--- src/rtl/i2c_reg_ctrl.sv ---
// ============================================================================
// i2c_reg_ctrl
//
// Oversampled I2C slave that turns bus transactions into single-cycle
// register-bank accesses. Everything runs on clk_i; SCL/SDA are treated as
// ordinary asynchronous inputs and sampled.
//
// Transaction format:
//   START, {SLAVE_ADDR, R/W}, pointer byte, data bytes...    (write)
//   START, {SLAVE_ADDR, 0}, pointer, START, {SLAVE_ADDR, 1}  (pointer-then-read)
// The pointer auto-increments after each data byte and wraps at 2**ADDR_W.
//
// Ports:
//   clk_i        system clock, at least 16x the SCL frequency
//   rst_i        synchronous, active-high reset
//   scl_i        raw SCL from the pad
//   sda_i        raw SDA from the pad
//   sda_oe_o     1 = pull SDA low (open drain), 0 = release
//   reg_addr_o   register pointer for the current access
//   reg_wdata_o  write data, valid while reg_we_o is high
//   reg_we_o     one-clock write strobe
//   reg_re_o     one-clock read strobe; reg_rdata_i is taken one clock later
//   reg_rdata_i  read data from the bank, one-clock latency after reg_re_o
//   busy_o       high while a transaction addressed to this slave is active
//
// Build option:
//   I2C_GLITCH_FILTER_EN  when defined, a 3-sample agreement filter follows
//                         the synchroniser on each line (rejects spikes of up
//                         to 2 clocks, adds 2 clocks of latency).
// ============================================================================
module i2c_reg_ctrl #(
    parameter logic [6:0]  SLAVE_ADDR  = 7'h5A,
    parameter int unsigned ADDR_W      = 4,
    parameter int unsigned SYNC_STAGES = 2
) (
    input  logic              clk_i,
    input  logic              rst_i,
    input  logic              scl_i,
    input  logic              sda_i,
    output logic              sda_oe_o,
    output logic [ADDR_W-1:0] reg_addr_o,
    output logic [7:0]        reg_wdata_o,
    output logic              reg_we_o,
    output logic              reg_re_o,
    input  logic [7:0]        reg_rdata_i,
    output logic              busy_o
);

    typedef enum logic [3:0] {
        ST_IDLE,
        ST_ADDR,
        ST_ADDR_ACK,
        ST_PTR,
        ST_PTR_ACK,
        ST_WDATA,
        ST_WDATA_ACK,
        ST_RDATA,
        ST_RDATA_ACK,
        ST_WAIT_STOP
    } state_t;

    // ------------------------------------------------------------------
    // Input synchroniser. Idle bus level is high, so the flops reset to 1
    // to avoid a false START/STOP right after reset.
    // ------------------------------------------------------------------
    logic [SYNC_STAGES-1:0] scl_sync_q;
    logic [SYNC_STAGES-1:0] sda_sync_q;

    // NOTE: sequential state uses non-blocking assignments so every flop
    // samples the pre-edge values, independent of statement order.
    always_ff @(posedge clk_i) begin
        if (rst_i) begin
            scl_sync_q <= '1;
            sda_sync_q <= '1;
        end else begin
            scl_sync_q <= {scl_sync_q[SYNC_STAGES-2:0], scl_i};
            sda_sync_q <= {sda_sync_q[SYNC_STAGES-2:0], sda_i};
        end
    end

    logic scl_lvl;
    logic sda_lvl;

`ifdef I2C_GLITCH_FILTER_EN
    // Level follows the input only once three consecutive samples agree.
    logic [1:0] scl_hist_q;
    logic [1:0] sda_hist_q;
    logic       scl_filt_q;
    logic       sda_filt_q;

    // NOTE: both outputs get a value on every path, so no latch is inferred.
    always_comb begin
        scl_lvl = scl_filt_q;
        sda_lvl = sda_filt_q;
        if (scl_sync_q[SYNC_STAGES-1] == scl_hist_q[0] && scl_hist_q[0] == scl_hist_q[1]) begin
            scl_lvl = scl_hist_q[0];
        end
        if (sda_sync_q[SYNC_STAGES-1] == sda_hist_q[0] && sda_hist_q[0] == sda_hist_q[1]) begin
            sda_lvl = sda_hist_q[0];
        end
    end

    always_ff @(posedge clk_i) begin
        if (rst_i) begin
            scl_hist_q <= '1;
            sda_hist_q <= '1;
            scl_filt_q <= 1'b1;
            sda_filt_q <= 1'b1;
        end else begin
            scl_hist_q <= {scl_hist_q[0], scl_sync_q[SYNC_STAGES-1]};
            sda_hist_q <= {sda_hist_q[0], sda_sync_q[SYNC_STAGES-1]};
            scl_filt_q <= scl_lvl;
            sda_filt_q <= sda_lvl;
        end
    end
`else
    assign scl_lvl = scl_sync_q[SYNC_STAGES-1];
    assign sda_lvl = sda_sync_q[SYNC_STAGES-1];
`endif

    // ------------------------------------------------------------------
    // Edge and bus-condition detection against the previous sample.
    // ------------------------------------------------------------------
    logic scl_prev_q;
    logic sda_prev_q;

    always_ff @(posedge clk_i) begin
        if (rst_i) begin
            scl_prev_q <= 1'b1;
            sda_prev_q <= 1'b1;
        end else begin
            scl_prev_q <= scl_lvl;
            sda_prev_q <= sda_lvl;
        end
    end

    logic scl_rise;
    logic scl_fall;
    logic start_det;
    logic stop_det;

    assign scl_rise  =  scl_lvl & ~scl_prev_q;
    assign scl_fall  = ~scl_lvl &  scl_prev_q;
    assign start_det =  scl_lvl &  scl_prev_q &  sda_prev_q & ~sda_lvl;
    assign stop_det  =  scl_lvl &  scl_prev_q & ~sda_prev_q &  sda_lvl;

    // ------------------------------------------------------------------
    // Protocol FSM
    // ------------------------------------------------------------------
    state_t            state_q;
    logic [2:0]        bit_cnt_q;
    logic              byte_done_q;  // 8th bit of the current byte handled
    logic [7:0]        shift_q;
    logic              rw_q;
    logic              ack_q;        // master ACKed; reload pending for next byte
    logic              rd_pend_q;    // reg_rdata_i valid this clock
    logic              inc_pend_q;   // pointer bump one clock after reg_we
    logic [ADDR_W-1:0] ptr_q;
    logic [7:0]        wdata_q;
    logic              we_q;
    logic              re_q;
    logic              sda_oe_q;

    logic rx_state;
    logic byte_fall;

    assign rx_state  = (state_q == ST_ADDR) || (state_q == ST_PTR) || (state_q == ST_WDATA);
    assign byte_fall = scl_fall & byte_done_q;

    always_ff @(posedge clk_i) begin
        if (rst_i) begin
            state_q     <= ST_IDLE;
            bit_cnt_q   <= 3'd7;
            byte_done_q <= 1'b0;
            shift_q     <= '0;
            rw_q        <= 1'b0;
            ack_q       <= 1'b0;
            rd_pend_q   <= 1'b0;
            inc_pend_q  <= 1'b0;
            ptr_q       <= '0;
            wdata_q     <= '0;
            we_q        <= 1'b0;
            re_q        <= 1'b0;
            sda_oe_q    <= 1'b0;
        end else begin
            we_q       <= 1'b0;
            re_q       <= 1'b0;
            inc_pend_q <= 1'b0;
            rd_pend_q  <= re_q;

            if (rd_pend_q) begin
                shift_q <= reg_rdata_i;
            end
            if (inc_pend_q) begin
                ptr_q <= ptr_q + 1'b1;
            end

            // Receive shifter, shared by the three byte-receiving states.
            if (rx_state && scl_rise) begin
                shift_q   <= {shift_q[6:0], sda_lvl};
                bit_cnt_q <= bit_cnt_q - 3'd1;
                if (bit_cnt_q == 3'd0) begin
                    byte_done_q <= 1'b1;
                end
            end

            if (stop_det) begin
                state_q     <= ST_IDLE;
                sda_oe_q    <= 1'b0;
                bit_cnt_q   <= 3'd7;
                byte_done_q <= 1'b0;
            end else if (start_det) begin
                state_q     <= ST_ADDR;
                sda_oe_q    <= 1'b0;
                bit_cnt_q   <= 3'd7;
                byte_done_q <= 1'b0;
            end else begin
                case (state_q)
                    ST_ADDR: begin
                        if (byte_fall) begin
                            byte_done_q <= 1'b0;
                            rw_q        <= shift_q[0];
                            if (shift_q[7:1] == SLAVE_ADDR) begin
                                state_q  <= ST_ADDR_ACK;
                                sda_oe_q <= 1'b1;
                                re_q     <= shift_q[0];
                            end else begin
                                state_q <= ST_WAIT_STOP;
                            end
                        end
                    end
                    ST_ADDR_ACK: begin
                        if (scl_fall) begin
                            if (rw_q) begin
                                // shift_q already holds the fetched byte; drive its MSB.
                                state_q   <= ST_RDATA;
                                sda_oe_q  <= ~shift_q[7];
                                shift_q   <= {shift_q[6:0], 1'b0};
                                bit_cnt_q <= 3'd6;
                            end else begin
                                state_q   <= ST_PTR;
                                sda_oe_q  <= 1'b0;
                                bit_cnt_q <= 3'd7;
                            end
                        end
                    end
                    ST_PTR: begin
                        if (byte_fall) begin
                            byte_done_q <= 1'b0;
                            ptr_q       <= shift_q[ADDR_W-1:0];
                            sda_oe_q    <= 1'b1;
                            state_q     <= ST_PTR_ACK;
                        end
                    end
                    ST_WDATA: begin
                        if (byte_fall) begin
                            byte_done_q <= 1'b0;
                            we_q        <= 1'b1;
                            wdata_q     <= shift_q;
                            inc_pend_q  <= 1'b1;
                            sda_oe_q    <= 1'b1;
                            state_q     <= ST_WDATA_ACK;
                        end
                    end
                    ST_PTR_ACK, ST_WDATA_ACK: begin
                        if (scl_fall) begin
                            sda_oe_q <= 1'b0;
                            state_q  <= ST_WDATA;
                        end
                    end
                    ST_RDATA: begin
                        if (scl_fall) begin
                            if (byte_done_q) begin
                                byte_done_q <= 1'b0;
                                sda_oe_q    <= 1'b0;
                                ptr_q       <= ptr_q + 1'b1;
                                ack_q       <= 1'b0;
                                state_q     <= ST_RDATA_ACK;
                            end else begin
                                sda_oe_q  <= ~shift_q[7];
                                shift_q   <= {shift_q[6:0], 1'b0};
                                bit_cnt_q <= bit_cnt_q - 3'd1;
                                if (bit_cnt_q == 3'd0) begin
                                    byte_done_q <= 1'b1;
                                end
                            end
                        end
                    end
                    ST_RDATA_ACK: begin
                        if (scl_rise) begin
                            if (!sda_lvl) begin
                                re_q  <= 1'b1;
                                ack_q <= 1'b1;
                            end else begin
                                state_q <= ST_WAIT_STOP;
                            end
                        end else if (scl_fall && ack_q) begin
                            ack_q     <= 1'b0;
                            state_q   <= ST_RDATA;
                            sda_oe_q  <= ~shift_q[7];
                            shift_q   <= {shift_q[6:0], 1'b0};
                            bit_cnt_q <= 3'd6;
                        end
                    end
                    ST_IDLE, ST_WAIT_STOP: begin
                        sda_oe_q <= 1'b0;
                    end
                    default: begin
                        state_q  <= ST_IDLE;
                        sda_oe_q <= 1'b0;
                    end
                endcase
            end
        end
    end

    assign sda_oe_o    = sda_oe_q;
    assign reg_addr_o  = ptr_q;
    assign reg_wdata_o = wdata_q;
    assign reg_we_o    = we_q;
    assign reg_re_o    = re_q;
    assign busy_o      = (state_q != ST_IDLE) && (state_q != ST_WAIT_STOP);

endmodule

--- config.mk ---
export PLATFORM = sky130hd
export DESIGN_NAME = i2c_reg_ctrl
export DESIGN_NICKNAME = d
export VERILOG_FILES = /design/src/rtl/i2c_reg_ctrl.sv
export SDC_FILE = /design/constraint.sdc
export NUM_CORES = 1
export LEC_CHECK = 0
export ABC_CLOCK_PERIOD_IN_PS = 2100
export CELL_PAD_IN_SITES_DETAIL_PLACEMENT = 1
export CELL_PAD_IN_SITES_GLOBAL_PLACEMENT = 1
export CORE_MARGIN = 4
export CORE_UTILIZATION = 48
export DETAILED_ROUTE_END_ITERATION = 10
export DONT_BUFFER_PORTS = 1
export HOLD_SLACK_MARGIN = 0.03
export PLACE_DENSITY = 0.83
export SYNTH_ARGS = -nofsm -noshare
export SYNTH_HDL_FRONTEND = slang
export SYNTH_SLANG_ARGS = --single-unit
--- constraint.sdc ---
create_clock -name clk_i -period 2.1 [get_ports clk_i]
set_input_delay 0.63 -clock clk_i [delete_from_list [all_inputs] [get_ports clk_i]]
set_output_delay 0.63 -clock clk_i [all_outputs]
set_load 0.005 [all_outputs]
=== After elaboration in Yosys (flattened, before gate mapping) ===
Index checks and enable logic that the tools add are counted.

* Add/sub/neg operators: 2
* Eq/ne operators: 35
* Mux-type cells: 70
* Bitwise logic cells: 17
* Reductions and logical operators: 22

{| class="wikitable"
|+ Operators by type and width
! kind !! count
|-
| $mux W8 || 10
|-
| $mux W4 || 17
|-
| $pmux W4 S8 || 1
|-
| $ne A3 B3 Y1 const B || 10
|-
| $mux W1 || 28
|-
| $pmux W8 S3 || 1
|-
| $mux W3 || 7
|-
| $ne A2 B2 Y1 const B || 10
|-
| $reduce_and A10 Y1 || 2
|-
| $eq A4 B3 Y1 const B || 4
|-
| $ne A4 B4 Y1 const B || 3
|-
| $not A1 Y1 || 9
|-
| $pmux W3 S3 || 1
|-
| $and A1 B1 Y1 || 8
|-
| $eq A4 B2 Y1 const B || 2
|-
| $eq A4 B4 Y1 const B || 2
|-
| $pmux W4 S2 || 1
|-
| $reduce_and A4 Y1 || 2
|-
| $reduce_and A8 Y1 || 1
|-
| $reduce_or A2 Y1 || 4
|-
| $eq A7 B7 Y1 const B || 1
|-
| $reduce_and A7 Y1 || 1
|-
| $pmux W1 S2 || 3
|-
| $pmux W1 S6 || 1
|-
| 12 further kinds || 17
|}

* Register bits: 40
* Bits of input ports: 12
* Output and inout port bits: 16
* Logic and storage cells: 163

=== Logic depth before layout (Yosys ltp) ===
Gate-level depths: netlist of the first run.

* Depth in word-level cells: 10
* Depth in mapped cells: 8
* Mapped depth without buffers: 5

=== Worst setup path after synthesis of the first run ===
OpenSTA, ideal clock, no wires.

* Kind: flip-flop to flip-flop
* Start: register state_q[0]
* End: register state_q[0]
* Library setup time: 0.127 ns
* Arrival time: 1.741 ns
* Required time: 1.973 ns
* Slack: 0.232 ns
* Cell stages (with the launch flop): 7
* Path buffers: 1
* Clock period less this slack: 1.868 ns
* Path through: dfxtp_1 > buf_6 > or4b_4 > o32ai_4 > a211o_1 > a2111oi_0 > or3_1

* Word-level cells in the longest chain between the ends: 4
* Elaborated cells on any way between the ends: 25
* Those cells by class: 19 x eq/ne; 2 x mux; 4 x reduce/logical

{| class="wikitable"
|+ Ends and longest elaborated chain
! item !! line !! source
|-
| start: declaration || 150 || <nowiki>state_t state_q;</nowiki>
|-
| start signal: assignment || 172 || <nowiki>state_q <= ST_IDLE;</nowiki>
|-
| start signal: assignment || 208 || <nowiki>state_q <= ST_IDLE;</nowiki>
|-
| start signal: assignment || 213 || <nowiki>state_q <= ST_ADDR;</nowiki>
|-
| $eq A4 B3 Y1 (tied with other cells) || 218 || <nowiki>case (state_q)</nowiki>
|-
| $reduce_or A2 Y1 || 218 ||
|-
| $ne A3 B3 Y1 (no source line) (tied with other cells) || - ||
|-
| $reduce_and A10 Y1 (no source line) / $mux W1 (equally long branches) || - ||
|}

Several ways; a longest one is shown, not always the timed one.
A chain may end at the register's enable or synchronous reset.

=== Final worst setup path of the first run ===
* Start: register state_q[2]
* End: register shift_q[3]

* Word-level cells in the longest chain between the ends: 10
* Elaborated cells on any way between the ends: 19
* Those cells by class: 6 x eq/ne; 10 x mux; 3 x reduce/logical

{| class="wikitable"
|+ Ends and longest elaborated chain
! item !! line !! source
|-
| $eq A4 B1 Y1 / $eq A4 B2 Y1 (equally long branches) || 167 || <nowiki>assign rx_state = (state_q == ST_ADDR) || (state_q == ST_PTR) || (state_q == ST_WDATA);</nowiki>
|-
| $logic_or A1 B1 Y1 (2 in series) || 167 ||
|-
| $logic_and A1 B1 Y1 || 199 || <nowiki>if (rx_state && scl_rise) begin</nowiki>
|-
| $mux W8 || 199 ||
|-
| $mux W8, on equally long branches || 297, 234, 273 ||
|-
| $mux W8, on equally long branches || 290, 233, 272 ||
|-
| $pmux W8 S3 || 218 ||
|-
| $mux W8 || 212 || <nowiki>end else if (start_det) begin</nowiki>
|-
| $mux W8 * || 207 || <nowiki>if (stop_det) begin</nowiki>
|-
| end signal: assignment || 200 || <nowiki>shift_q <= {shift_q[6:0], sda_lvl};</nowiki>
|-
| end signal: assignment || 238 || <nowiki>shift_q <= {shift_q[6:0], 1'b0};</nowiki>
|-
| end signal: assignment || 301 || <nowiki>shift_q <= {shift_q[6:0], 1'b0};</nowiki>
|-
| end: declaration || 153 || <nowiki>logic [7:0] shift_q;</nowiki>
|}

Mark *: on every way between the ends. The rest lies on a longest branch, timed or not.

==> metrics.md, run 1 <==
| Metric | Value |
|---|---|
| Tightest Pin Transition | 0.4856 ns |
| Critical Setup Path Class | reg2reg |
| Latest clock arrival within the worst-skew pair | 0.31 ns |
| Hold Vio Cnt, Final | 0 |
| Number of buffers and inverters on the critical path | 2 |
| Critical path startpoint category | flip-flop |
| Via count | 2113 |
| Largest net degree at the start of global routing | 34 |
| RSZ-0062 raised after global routing | false |
| Placer Congestion | 0.9026 |
| Outcome | complete, no violations |
| Post-CTS sizing | 0 |
| Crit share post-route | 0.9472 |
| CTS hold repair buffers | 0 |
| Post-CTS Setup Repair Bufs | 0 |
| Antenna fix cells | 0 |
| Clock network power share | 0.250 |
| Synth cell types | 64 |
| Initial antenna violation count | 0 |
| Clock Skews | 0.007020 ns |
| DRT iter0 DRCs | between 100 and 150 |
| Port buffer count | 0 |
| Post-route ant nets | 0 |
| DR WL/cell | 19.26 um |
| Placed cells | 340 |
| Post-layout instance count excluding filler cells | 348 |
| Crit-path most repeated cell | buf_4 |
| Global-route usage over all layers | 0.2397 |
| Maximum buffer depth of the clock tree | 2 |
| Final Critical Period | approximately 2.0 ns |
| Syn Area/Cell | between 8 and 9 um^2 |
| Share of layout cells above drive strength 1 | 0.2171 |
| Net Switching | 1011 uW |
| Slew margin rel. | 0.6717 |
| Final TNS setup | 0 ns |
| Synth Register Bits | 40 |
| Cts bufs inserted | 5 |
| Slowest CP cell | dfxtp_1 |
| Sw Ratio | 0.3715 |
| Seq pwr share | 0.361 |
| CP max FO | 13 |
| Vias in the first global route | 2151 |
| WP data required | about 2.3 ns |
| Synth warnings | 0 |
| Int Pwr | 1710 uW |
| Vias/cell | 6.072 |
| Die area | 6070 um^2 |
| Maximum VDD drop | around 0.00046 V |
| Clock transition at path regs | about 0.08 ns |
| IO Pins | 28 |
| Post-Route WL | 6703 um |
| Core area | ~4700 um^2 |
| Top delay family on crit path | simple AND/OR/NAND/NOR gates |
| Grt total ovfl | 0 |
| Synthesized Nets | 282 |
| Post-Synthesis Cells | around 270 |
| Number of remaining DRC errors | 0 |
| Post-synth top flop | dfxtp_1 |
| Gate power share | 0.389 |
| Final number of setup-violating endpoints | 0 |
| P per Cell Area | 1026 nW/um^2 |
| Initial Utilization | 0.4967 |
| Hold slack | around 0.39 ns |
| Chip Height | 77.91 um |
| First drt pass iteration count | 4 |
| Static Leak | between 0.001 and 0.0015 uW |
| Async SR Flop Fraction | 0 |
| Hold WC Path Type | in2reg |
| Crit path arrival time | 2.21 ns |
| FP Rows | 25 |
| Register area share after synthesis | 0.3413 |
| Critical-path cell list | buf_4 > nand2_1 > and3_1 > a41oi_2 > buf_4 > nor2_1 > a211oi_2 |
| Clock Tree Root | clkbuf_8 |
| Clock sinks | 40 |
| Max-slew violation count | 0 |
| Final #Nets | a little under 300 |
| H-Tree Depth | 2 |
| # Max-Cap Violations | 0 |
| Area Growth Syn to Fin | 13.01% |
| Overall die width | ~78 um |
| CTS tree | done |
| Syn Std Cell Area | 2346 um^2 |
| FMAX | 502.7 MHz |
| Worst setup EP type | flip-flop |
| EDFF count, synth | 0 |
| Critical path's largest stage delay | 0.51 ns |
| DP Wirelength | 4789 um |
| First-pass GRT wire length | 11300 um |
==> power groups by stage <==
stage / sequential [uW] / combinational, uW / clock (uW)
final: 982 / 1060 / 681
after global routing: 1000 / 1160 / 740
after CTS: 980 / 1050 / 703
after detailed placement: 993 / 1030 / 0
after global placement: 984 / 999 / 0
after floorplan: 936 / 805 / 0
==> metal layers <==
metal	vias up	GRT usage	wire length, um
li1	994	-	-
met3	20	0.05336	305
met5	-	0	0
met2	45	0.3827	3220
met1	1054	0.3058	2967
met4	0	0.1119	210
==> logic make-up (layout without fill, tap and decap cells) <==
logic type,after synthesis,count (layout),synth area share
compound gates,62,62,0.2208
xor+xnor,7,7,0.02613
fa+ha+maj,4,4,0.02027
buf+inv,29,43,0.05813
flops,40,40,0.3413
mux,19,19,0.08160
simple gates,106,106,0.2517
==> cell usage in the layout (no fill, tap or decap), types with 5 or more instances in the layout <==
cell type,count
buf_4,25
nor3_1,7
nand2_1,17
nor2_1,35
mux2i_1,18
o21ai_0,6
a31oi_1,5
xnor2_1,5
clkbuf_8,6
dfxtp_1,40
a21oi_1,10
nand3_1,7
inv_1,10
or2_2,7
a211oi_2,9
==> path summary, 6_finish.rpt <==
check,start,endpoint,slack (ns),depth (start not counted)
max,state_q[2],shift_q[3],0.11,7
max reg2reg,state_q[2],shift_q[3],0.11,7
min reg2reg,sda_sync_q[0],sda_sync_q[1],0.41,1
min,rst_i,ack_q,0.39,1
==> sequential cells by signal, summed over array words and instances (netlist names) <==
signal,flops
rd_pend_q,1
ack_q,1
sda_prev_q,1
rw_q,1
byte_done_q,1
state_q,4
shift_q,8
scl_prev_q,1
reg_wdata_o,8
sda_sync_q,2
bit_cnt_q,3
sda_oe_o,1
scl_sync_q,2
reg_re_o,1
reg_addr_o,4
reg_we_o,1
==> synthesized netlist by cell type (4+ instances only) <==
library cell / instances / share of area
dfxtp_1: 40 / 0.34
nor2_1: 35 / 0.056
mux2i_1: 18 / 0.077
nand2_1: 17 / 0.027
a21oi_1: 10 / 0.021
inv_1: 10 / 0.016
a211oi_2: 9 / 0.048
clkbuf_1: 7 / 0.011
nand3_1: 7 / 0.015
nor3_1: 7 / 0.015
or2_2: 7 / 0.019
buf_2: 6 / 0.013
o21ai_0: 6 / 0.013
a31oi_1: 5 / 0.013
xnor2_1: 5 / 0.019
a211oi_1: 4 / 0.013
nand2b_1: 4 / 0.011
nand3b_1: 4 / 0.013
==> final cells by class <==
class,instances,area (um^2)
clock inverter,2,38.79
tap,67,83.83
inverter,10,37.54
fill,570,2072
timing repair buffer,25,187.7
sequential,40,800.8
clock buffer,6,82.58
multi-input combinational,198,1420
==> through the flow <==
stage	power, uW	area [um^2]	util	setup WS, ns
finish	2721	2651	0.5613	0.1109
floorplan	1741	2346	-	0.2320
detailed placement	2023	2525	0.5346	0.1667
CTS	2728	2646	0.5603	0.1295
global route	2897	2651	0.5613	0.02482
global placement	1983	2525	0.5346	0.2071
Power figures use the tool's default switching activity.
==> run 2, diff against run 1 <==
REMOVE_ABC_BUFFERS = 1   (was default)
==> run 2 against run 1 <==
Effect of this change: worst hold slack gained 0.013 ns; flip-flop and latch count did not move; combinational power about the same; die area unchanged; global-route usage decreased by 1.7 points; utilization down 0.40 points; setup slack improved by 0.026 ns; sequential share of layout area rose by 0.55 points; first-iteration DRC count grew 16%; sequential power increased by 2%; non-clock buffer count stayed put.
==> metrics.md, run 2 (synthesized netlist as in run 1, its figures left out) <==
| Metric | Value |
|---|---|
| # Max-Cap Violations | 0 (unchanged) |
| Chip Height | 77.91 um (unchanged) |
| Port buffer count | 0 (unchanged) |
| FMAX | 509.5 MHz (+1.3%) |
| Clock sinks | 40 (unchanged) |
| Number of remaining DRC errors | 0 (unchanged) |
| Maximum buffer depth of the clock tree | 2 (unchanged) |
| Net Switching | 994.8 uW (-1.6%) |
| DRT iter0 DRCs | 166 (+16%) |
| Initial Utilization | 0.4967 (unchanged) |
| Crit path arrival time | 2.15 ns (-0.06 ns) |
| Vias/cell | 5.957 (-1.9%) |
| Seq pwr share | 0.393 (+0.032) |
| Cts bufs inserted | 5 (unchanged) |
| Area Growth Syn to Fin | 12.21% |
| Leading cell types in the layout, fill and taps excluded | nor2_1 (35), dfxtp_1 (35), buf_4 (24) |
| Via count | 2067 (-2.2%) |
| Post-route ant nets | 0 (unchanged) |
| Placed cells | 337 (-0.88%) |
| Top delay family on crit path | compound AO/OA/AOI/OAI gates |
| Critical path's largest stage delay | 0.45 ns (-0.06 ns) |
| Slowest CP cell | dfxtp_2 |
| Clock Skews | 0.01175 ns (+0.004733 ns) |
| H-Tree Depth | 2 (unchanged) |
| IO Pins | 28 (unchanged) |
| CP max FO | 10 (-3) |
| Final Cell Area | 2633 um^2 (-0.71%) |
| Int Pwr | 1549 uW (-9.4%) |
| Placed Area | 2502 um^2 (-0.89%) |
| Critical-path cell list | inv_1 > maj3_1 > a211oi_2 > a21oi_1 > or3_1 |
| Final Critical Period | 1.963 ns (-0.02619 ns) |
| Global-route usage over all layers | 0.2226 (-0.01711) |
| WP data required | 2.28 ns (-0.04 ns) |
| Tightest Pin Transition | 0.4243 ns (-0.06135 ns) |
| Worst setup EP type | flip-flop |
| Latest clock arrival within the worst-skew pair | 0.30 ns (about the same) |
| DR WL/cell | 18.73 um (-2.8%) |
| DP Wirelength | 4817 um (+0.57%) |
| Gate power share | 0.411 (+0.022) |
| P per Cell Area | 966.1 nW/um^2 (-5.9%) |
| Post-Route WL | 6499 um (-3.0%) |
| Sw Ratio | 0.3911 (+0.01966) |
| Maximum VDD drop | 0.0006213 V (+34%) |
| First drt pass iteration count | 5 (+1) |
| Final core utilization | 0.5574 (-0.003974) |
| Initial antenna violation count | 0 (unchanged) |
| Number of buffers and inverters on the critical path | 1 (-1) |
| Clock Tree Root | clkbuf_8 |
| Overall die width | 77.91 um (unchanged) |
| Core area | 4723 um^2 (unchanged) |
| Tot Pwr | 2543 uW (-6.5%) |
| Clock network power share | 0.197 (-0.053) |
| Final number of setup-violating endpoints | 0 (unchanged) |
| First-pass GRT wire length | 10560 um (-6.5%) |
| Critical Setup Path Class | reg2reg |
| Static Leak | 0.001007 uW (-1.7%) |
| CTS tree | done |
| Crit share post-route | 0.9347 (-0.01247) |
| Slew margin rel. | 0.7145 (+0.04285) |
| Hold Vio Cnt, Final | 0 (unchanged) |
| Grt total ovfl | 0 (unchanged) |
| Die area | 6070 um^2 (unchanged) |
| Antenna fix cells | 0 (unchanged) |
| RSZ-0062 raised after global routing | false |
| Share of layout cells above drive strength 1 | 0.2321 (+0.01506) |
| Max-slew violation count | 0 (unchanged) |
| CTS hold repair buffers | 0 (unchanged) |
| Final #Nets | 295 (unchanged) |
| Outcome | complete, no violations |
| Critical path startpoint category | flip-flop |
| Clock transition at path regs | 0.08 ns (about the same) |
| Post-layout instance count excluding filler cells | 347 (-0.29%) |
| FP Rows | 25 (unchanged) |
| Vias in the first global route | 2100 (-2.4%) |
| Placer Congestion | 0.8783 (-2.7%) |
| Hold WC Path Type | in2reg |
| Largest net degree at the start of global routing | 34 (unchanged) |
[run 2: changes by cell type in the layout (fill, tap and decap cells not counted), sizes merged]
cell	delta
bufinv	-1
clkinvlp	+1
clkbuf	-1
[run 2: power groups by stage]
| stage | clock [uW] | combinational (uW) | sequential (uW) |
|---|---|---|---|
| 2_1_floorplan | 0 | 658 | 1020 |
| 3_3_place_gp | 0 | 968 | 999 |
| 3_5_place_dp | 0 | 1010 | 1000 |
| 4_1_cts | 520 | 1020 | 986 |
| 5_1_grt | 559 | 1150 | 1010 |
| 6_report | 500 | 1040 | 999 |
[run 2: area by class of cell]
| type | instances | area [um^2] |
|---|---|---|
| flip-flops and latches | 40 | 809.5 |
| well taps | 67 | 83.83 |
| inverters | 10 | 37.54 |
| clock buffers | 5 | 68.82 |
| multi-input cells | 198 | 1429 |
| clock inverters | 2 | 12.51 |
| repair buffers | 25 | 191.4 |
| fillers | 557 | 2091 |
[run 2: through the flow]
stage | hold slack, ns | setup TNS (ns) | setup WS, ns
CTS | 0.3814 | 0 | 0.001202
floorplan | 0.3895 | -4.040 | -0.4541
detailed placement | 0.3992 | -0.001381 | -0.001381
global route | 0.3666 | 0 | 0.03163
finish | 0.4005 | 0 | 0.1371
global placement | 0.3952 | 0 | 0.1373
[run 2: path summary, 6_finish.rpt]
check        cells past startpoint       endpoint          start  slack, ns
max                              5     state_q[0]     state_q[0]       0.14
min                              1     shift_q[4]          rst_i       0.40
max reg2reg                      5     state_q[0]     state_q[0]       0.14
min reg2reg                      1  scl_sync_q[1]  scl_sync_q[0]       0.41
[run 2: layer usage]
layer,vias up,routed length [um],track usage
li1,994,-,-
met1,1012,2855,0.2784
met2,48,3139,0.3647
met3,13,371,0.05684
met4,0,132,0.08741
met5,-,0,0
[run 2: timing repair]
item | in CTS | in global routing
endpoints found under the hold margin | 0 | 0
setup endpoints to repair | 4 | 8
pin swaps | 0 | 1
buffers inserted | 0 | 3
resized for setup | 1 | 8
==> run 3, diff against run 2 <==
CAP_MARGIN = 0   (was default)
CTS_CLUSTER_SIZE = 28   (was default)
MAX_ROUTING_LAYER = met4   (was default)
==> run 3 against run 2 <==
Effect of this change: global-route usage is 0.71 points higher; wire length is 0.22% higher; sequential power hardly changed; die area stayed put; first-iteration DRC count is 25% lower; fmax is 0.30% higher; clock-buffer cell count stayed put; non-clock buffer count stayed put; critical path depth stayed put; utilization stayed put; register-to-register slack hardly changed; largest power group unchanged.
==> metrics.md, run 3 (synthesized netlist as in run 1, its figures left out) <==
| Metric | Value |
|---|---|
| Via count | 2082 (+0.73%) |
| Global-route usage over all layers | 0.2297 (+0.007103) |
| Final WS setup | 0.1430 ns (+0.005873 ns) |
| WP data required | 2.29 ns (about the same) |
| Cts bufs inserted | 5 (unchanged) |
| # Max-Cap Violations | 0 (unchanged) |
| Critical Setup Path Class | reg2reg |
| Final Cell Area | 2633 um^2 (unchanged) |
| Critical path startpoint category | flip-flop |
| Tightest Pin Transition | 0.4312 ns (+0.006958 ns) |
| Post-route ant nets | 0 (unchanged) |
| Critical path's largest stage delay | 0.45 ns (about the same) |
| P per Cell Area | 967.3 nW/um^2 (+0.12%) |
| Fillers | 557 (unchanged) |
| Die area | 6070 um^2 (unchanged) |
| Clock Tree Root | clkbuf_8 |
| First drt pass iteration count | 5 (unchanged) |
| Core area | 4723 um^2 (unchanged) |
| CP max FO | 10 (unchanged) |
| Clock transition at path regs | 0.09 ns (about the same) |
| Share of layout cells above drive strength 1 | 0.2321 (unchanged) |
| Area Growth Syn to Fin | 12.21% (unchanged) |
| Crit path arrival time | 2.14 ns (about the same) |
| Grt total ovfl | 0 (unchanged) |
| Hold WC Path Type | in2reg |
| Antenna fix cells | 0 (unchanged) |
| Largest net degree at the start of global routing | 34 (unchanged) |
| Critical-path cell list | inv_1 > maj3_1 > a211oi_2 > a21oi_1 > or3_1 |
| Post-Place Setup Slack | -0.001381 ns (unchanged) |
| Clock sinks | 40 (unchanged) |
| Multi-input gate area | 1429 um^2 (unchanged) |
| Crit share post-route | 0.9319 (-0.002797) |
| Post-Route WL | 6513 um (+0.22%) |
| CTS tree | done |
| Placer Congestion | 0.8928 (+1.7%) |
| Final #Nets | 295 (unchanged) |
| FP Rows | 25 (unchanged) |
| DRT iter0 DRCs | 125 (-25%) |
| Placed cells | 337 (unchanged) |
| FF/Latch Area | 809.5 um^2 (unchanged) |
| Clock Skews | 0.01456 ns (+0.002802 ns) |
| Final Critical Period | 1.957 ns (-0.005873 ns) |
| Top delay family on crit path | compound AO/OA/AOI/OAI gates |
| Maximum VDD drop | 0.0006234 V (+0.34%) |
| Chip Height | 77.91 um (unchanged) |
| First-pass GRT wire length | 10590 um (+0.32%) |
| Overall die width | 77.91 um (unchanged) |
| FMAX | 511.0 MHz (+0.30%) |
| Static Leak | 0.001007 uW (unchanged) |
| RSZ-0062 raised after global routing | false |
| Post-layout instance count excluding filler cells | 347 (unchanged) |
| Slew margin rel. | 0.7099 (-0.004682) |
| Max-slew violation count | 0 (unchanged) |
| IO Pins | 28 (unchanged) |
| Vias in the first global route | 2086 (-0.67%) |
| Number of buffers and inverters on the critical path | 1 (unchanged) |
| Latest clock arrival within the worst-skew pair | 0.30 ns (about the same) |
| Final number of setup-violating endpoints | 0 (unchanged) |
| Placed Area | 2502 um^2 (unchanged) |
| DR WL/cell | 18.77 um (+0.22%) |
| H-Tree Depth | 2 (unchanged) |
| Leading cell types in the layout, fill and taps excluded | nor2_1 (35), dfxtp_1 (35), buf_4 (24) |
| Vias/cell | 6.000 (+0.73%) |
| Hold Vio Cnt, Final | 0 (unchanged) |
| Tot Pwr | 2546 uW (+0.12%) |
| Hold slack | 0.3944 ns (-0.006101 ns) |
| Number of remaining DRC errors | 0 (unchanged) |
| Initial antenna violation count | 0 (unchanged) |
| Outcome | complete, no violations |
| Port buffer count | 0 (unchanged) |
| DP Wirelength | 4817 um (unchanged) |
| Maximum buffer depth of the clock tree | 2 (unchanged) |
| Worst setup EP type | flip-flop |
| Slowest CP cell | dfxtp_2 |
| Initial Utilization | 0.4967 (unchanged) |
run 3: cell counts in the layout (fill, tap and decap cells not counted):
No cell type changed its count.
run 3: final cells by class:
cell class                      count  area share
Clock inverter                      2    0.004753
Clock buffer                        5     0.02614
Timing Repair Buffer               25     0.07272
Tap cell                           67     0.03184
Multi-Input combinational cell    198      0.5428
Inverter                           10     0.01426
Sequential cell                    40      0.3075
run 3: report_power, final:
group	leakage (uW)	internal (uW)	total [uW]	switching [uW]
logic	0.000641	460	1040	583
clock network	0.0000400	225	502	277
registers	0.000326	863	1000	137
total	0.00101	1550	2550	998
run 3: timing repair:
| item | 4_1_cts | 5_1_grt |
|---|---|---|
| setup buffers | 0 | 3 |
| resized for setup | 1 | 8 |
| pin swaps | 0 | 1 |
| hold buffers | 0 | 0 |
| endpoints found under the setup margin | 4 | 8 |
run 3: metrics by stage:
stage / utilization / TNS [ns]
final: 0.5574 / 0
after global routing: 0.5574 / 0
after CTS: 0.5473 / 0
after detailed placement: 0.5298 / -0.001381
after global placement: 0.5298 / 0
after floorplan: - / -4.040
run 3: final timing paths:
| kind | depth (start not counted) | end | slack (ns) | from |
|---|---|---|---|---|
| max reg2reg | 5 | state_q[0] | 0.14 | state_q[0] |
| min reg2reg | 1 | scl_sync_q[1] | 0.41 | scl_sync_q[0] |
| min | 1 | rw_q | 0.39 | rst_i |
| max | 5 | state_q[0] | 0.14 | state_q[0] |
run 3: layer usage:
layer	share of wire	wire length (um)	global-route usage
met5	0	0	-
met4	0.014	93	0.08741
met3	0.059	385	0.05452
met2	0.49	3172	0.3639
met1	0.44	2862	0.2834
==> RTL change 1, RTL diff (settings of run 3) <==
The option `I2C_GLITCH_FILTER_EN` is turned on by a define.
--- a/src/rtl/i2c_reg_ctrl.sv
+++ b/src/rtl/i2c_reg_ctrl.sv
@@ -29,4 +29,6 @@
 //                         to 2 clocks, adds 2 clocks of latency).
 // ============================================================================
+`define I2C_GLITCH_FILTER_EN
+
 module i2c_reg_ctrl #(
     parameter logic [6:0]  SLAVE_ADDR  = 7'h5A,
Function: changed (Yosys sat finds a counterexample within 4 cycles, from zero or initial values and one cycle with rst_i high).
==> RTL change 1 against run 3 <==
  * Synthesized cell count fell by 2.2%
  * Worst hold slack got worse by 0.0085 ns
  * Area after synthesis fell by 2.3%
  * Final cell count fell by 7.8%
  * Core utilization fell by 0.14 points
  * Fmax fell by 2.1%
  * Via count fell by 3.9%
  * Sequential cell count rose by 4
  * Wire length fell by 4.4%
  * Worst setup slack got worse by 0.043 ns
  * Final area fell by 5.5%
Power is not compared: it rests on default switching activity, and its combinational part moved more than twofold at a synthesized area within 25%.
==> RTL change 1: results (changes against run 3) <==
- Status: finished clean
- Dpl cell area: 0.00239 sq mm (-4.3%)
- Buffers on Ports: 0 (unchanged)
- Share of layout cells above drive strength 1: 0.153 (-0.0792)
- Yosys warns: 0 (unchanged)
- Hold WS: 0.386 ns (-0.00848 ns)
- Global placer's final weighted congestion: 0.933 (+4.5%)
- Clock transition at path regs: 0.09 ns (about the same)
- Synth top area cells: dfxtp_1 (38%), mux2i_1 (8.7%), nor2_1 (5.2%)
- Arrival @ worst endpoint: 2.19 ns (+0.05 ns)
- # diodes: 0 (unchanged)
- Gr usage total: 0.228 (-0.00205)
- Clock power share: 0.387
- Synth async-reset ratio: 0 (unchanged)
- P_leak: 0.967 nW
- Layout Skew: 0.00669 ns (-0.00786 ns)
- # setup viols final: 0 (unchanged)
- Crit Path Max Fanout: 7 (-3)
- Internal power: 1.08 mW
- Dpl ws: 0.0582 ns (+0.0596 ns)
- Clock insertion delay at the later pin of the skew report: 0.30 ns (about the same)
- Synth cell types: 55 (-14%)
- DRT iter0 DRCs: 86 (-31%)
- CP peak stage delay: 0.49 ns (+0.04 ns)
- CTS Buffer Depth: 2 (unchanged)
- Flop2flop setup slack: 0.10 ns (-0.04 ns)
- Final min period: 2.00 ns (+0.0426 ns)
- Register area share after synthesis: 0.384 (+0.0432)
- Min-Delay Path Class: in2reg
- DP HPWL: 4.57 mm (-5.1%)
- First drt pass iteration count: 4 (-1)
- Critical-path top delay cell: o31ai_1
- Root Buffer: clkbuf_8
- Top FF cell, synth: dfxtp_1
- Initial antenna violation count: 0 (unchanged)
- Commonest cells in the netlist: dfxtp_1 (44), nor2_1 (32), mux2i_1 (20)
- TritonCTS Buffers: 5 (unchanged)
- Worst path top cell family by delay: compound AO/OA/AOI/OAI gates
- Largest net degree at the start of global routing: 39 (+15%)
- First-pass GRT wire length: 10.7 mm (+0.65%)
- Post-synth EDFFs: 0 (unchanged)
- Peak ir drop on the vdd network: 0.445 mV
- Hold-fix buffers, CTS: 0 (unchanged)
- Worst slew pin tran: 0.483 ns (+0.0515 ns)
- Net count, final: 282 (-4.4%)
- PwrDens: 565 mW/mm^2
- Combinational power share: 0.011
- Vias after detailed routing: 2,001 (-3.9%)
- H-tree depth: 2 (unchanged)
- Routed wire length: 6.22 mm (-4.4%)
- Vias in the first global route: 2,103 (+0.81%)
==> RTL change 1: cell count changes in the layout (fill, tap and decap cells not counted), sizes merged, moves of 4 or more <==
cell    before  now
a31oi        5    1
dfxtp       40   44
a21oi       10   15
buf         25   14
o21ai        6   16
nand3b       4    0
a211oi      13    7
==> RTL change 1: timing repair <==
item,in CTS,in global routing
resized for setup,0,1
setup endpoints to repair,0,7
setup buffers,0,0
==> RTL change 1: worst paths after layout <==
path            startpoint             end  cells past startpoint
min                  rst_i  reg_wdata_o[4]                      1
max          scl_sync_q[1]      state_q[0]                      5
min reg2reg  sda_sync_q[0]   sda_sync_q[1]                      1
max reg2reg  scl_sync_q[1]      state_q[0]                      5
==> RTL change 1: final cells by class <==
type,count,area [sq um]
clock buffer,5,68.8
clock inverter,3,21.3
fill,536,1990
inverter,7,26.3
multi-input combinational,195,1320
sequential,44,881
tap,52,65.1
timing repair buffer,14,105
==> RTL change 1: per-layer routing <==
metal | wire, um | global-route usage | vias to the layer above
li1 | - | - | 973
met1 | 2850 | 0.283 | 975
met2 | 2970 | 0.368 | 41
met3 | 286 | 0.0468 | 12
met4 | 119 | 0.0783 | 0
met5 | 0 | - | -
==> RTL change 1: kinds of logic (layout without fill, tap and decap cells) <==
family	after synthesis	in the layout	share of synthesized area
simple gates	98	98	0.236
compound gates	69	69	0.214
flops	44	44	0.384
mux	22	22	0.0972
buf+inv	22	29	0.0410
fa+ha+maj	3	3	0.0164
xor+xnor	3	3	0.0115
==> RTL change 1: metrics by stage <==
step                      power [mW]  instances
after global routing            1.46        320
after global placement         0.878        312
after CTS                       1.42        320
after detailed placement       0.879        312
after floorplan                0.873        246
final                           1.40        320
==> RTL change 2, RTL diff (flow settings as in run 3) <==
Without the edit above. Encoding of `state_t`: now Gray code (4 bits for 10 states).
--- a/src/rtl/i2c_reg_ctrl.sv
+++ b/src/rtl/i2c_reg_ctrl.sv
@@ -48,14 +48,14 @@
 
     typedef enum logic [3:0] {
-        ST_IDLE,
-        ST_ADDR,
-        ST_ADDR_ACK,
-        ST_PTR,
-        ST_PTR_ACK,
-        ST_WDATA,
-        ST_WDATA_ACK,
-        ST_RDATA,
-        ST_RDATA_ACK,
-        ST_WAIT_STOP
+        ST_IDLE      = 4'b0000,
+        ST_ADDR      = 4'b0001,
+        ST_ADDR_ACK  = 4'b0011,
+        ST_PTR       = 4'b0010,
+        ST_PTR_ACK   = 4'b0110,
+        ST_WDATA     = 4'b0111,
+        ST_WDATA_ACK = 4'b0101,
+        ST_RDATA     = 4'b0100,
+        ST_RDATA_ACK = 4'b1100,
+        ST_WAIT_STOP = 4'b1101
     } state_t;
 
Formal check against the unedited RTL: same outputs for any inputs over 10 cycles, from zero or initial values and one cycle with rst_i high; not proved beyond that.
==> RTL change 2 against run 3 <==
  * Final area is 3.3% lower
  * Wire length is 4.0% lower
  * Area after synthesis grew 0.53%
  * Count of clock-buffer cells in the layout grew 2
  * Sequential cell count did not move
  * Sequential share of layout area increased by 0.80 points
  * Worst setup slack got worse by 0.068 ns
  * Critical endpoint is now busy_o
Power is not compared: it rests on default switching activity, and its combinational part moved more than twofold at a synthesized area within 25%.
==> RTL change 2: results (changes against run 3) <==
- Status: finished clean
- Vias after detailed routing: 1,923 (-7.6%)
- Share of layout cells above drive strength 1: 0.229 (-0.00289)
- Synth cell types: 68 (+6.3%)
- Multi-input combinational area share: 0.560 (+0.0174)
- Buffer share of cell area: 0.0432 (-0.0295)
- Synth top area cells: dfxtp_1 (34%), mux2i_1 (8.9%), a211oi_2 (5.8%)
- Multi-input logic area: 0.00143 sq mm (-0.17%)
- Routed wire length: 6.26 mm (-4.0%)
- Dpl cell area: 0.00246 sq mm (-1.7%)
- R2r worst-path depth: 6 (+1)
- CORE AREA: 0.00475 sq mm (+0.66%)
- Fin crit share: 0.964 (+0.0322)
- Vias in the first global route: 2,046 (-1.9%)
- Gr usage total: 0.225 (-0.00494)
- Fillers: 544 (-2.3%)
- Layout clock buffers: 7 (+2)
- Net count, final: 267 (-9.5%)
- Multi-input logic cell count: 182 (-8.1%)
- Hold Crit Endpoint: shift_q[6]
- Hold WS: 0.390 ns (-0.00421 ns)
- Commonest cells in the netlist: dfxtp_1 (40), nor2_1 (22), mux2i_1 (21)
- Length of routed met3 wiring: 244 um (-37%)
- Final cell count without fillers: 320 (-7.8%)
- Seq area share: 0.315 (+0.00797)
- Non-Clock Buffer Count: 13 (-48%)
- Global placer's final weighted congestion: 0.854 (-4.3%)
- Largest net degree at the start of global routing: 33 (-2.9%)
- Met1 Usage GRT: 0.277 (-0.00600)
- First-pass GRT wire length: 10.5 mm (-1.1%)
- Dpl ws: 0.0983 ns (+0.0997 ns)
- First drt pass iteration count: 4 (-1)
- Num sequential: 40 (unchanged)
- Metal-1 WL: 2.84 mm (-0.77%)
- DP HPWL: 4.54 mm (-5.7%)
- Placed insts: 312 (-7.4%)
- Mapped Avg Cell Area: 9.47 sq um (+7.8%)
- Arrival @ worst endpoint: 1.39 ns (-0.75 ns)
- Worst slew pin tran: 0.729 ns (+0.298 ns)
- Register area share after synthesis: 0.340 (-0.00181)
## RTL change 2: cells by family after synthesis
kind of cell	after synthesis	synth area share
buffers and inverters	27	0.0557
adders and majority gates	3	0.0159
xor gates and xnor gates	8	0.0329
and+or+nand+nor	79	0.214
DFF	40	0.340
AOI/OAI and AO/OA	71	0.253
muxes	21	0.0891
## RTL change 2: how the worst max path moves through the flow
stage                       to  startpoint
finish                  busy_o  state_q[0]
global route        shift_q[5]  state_q[0]
CTS                     busy_o  state_q[3]
detailed placement  state_q[2]  state_q[2]
global placement      sda_oe_o  state_q[2]
floorplan           state_q[0]  state_q[0]
## RTL change 2: critical path, cell delays in order (launching register included)
cell and delay (ns):
dfxtp_1 0.42, buf_12 0.20, inv_1 0.15, nand3_1 0.11, a21o_1 0.21
## RTL change 2: timing repair
action,CTS,global route
hold endpoints to repair,0,0
endpoints found under the setup margin,1,1
setup buffers,0,0
resized for setup,1,1
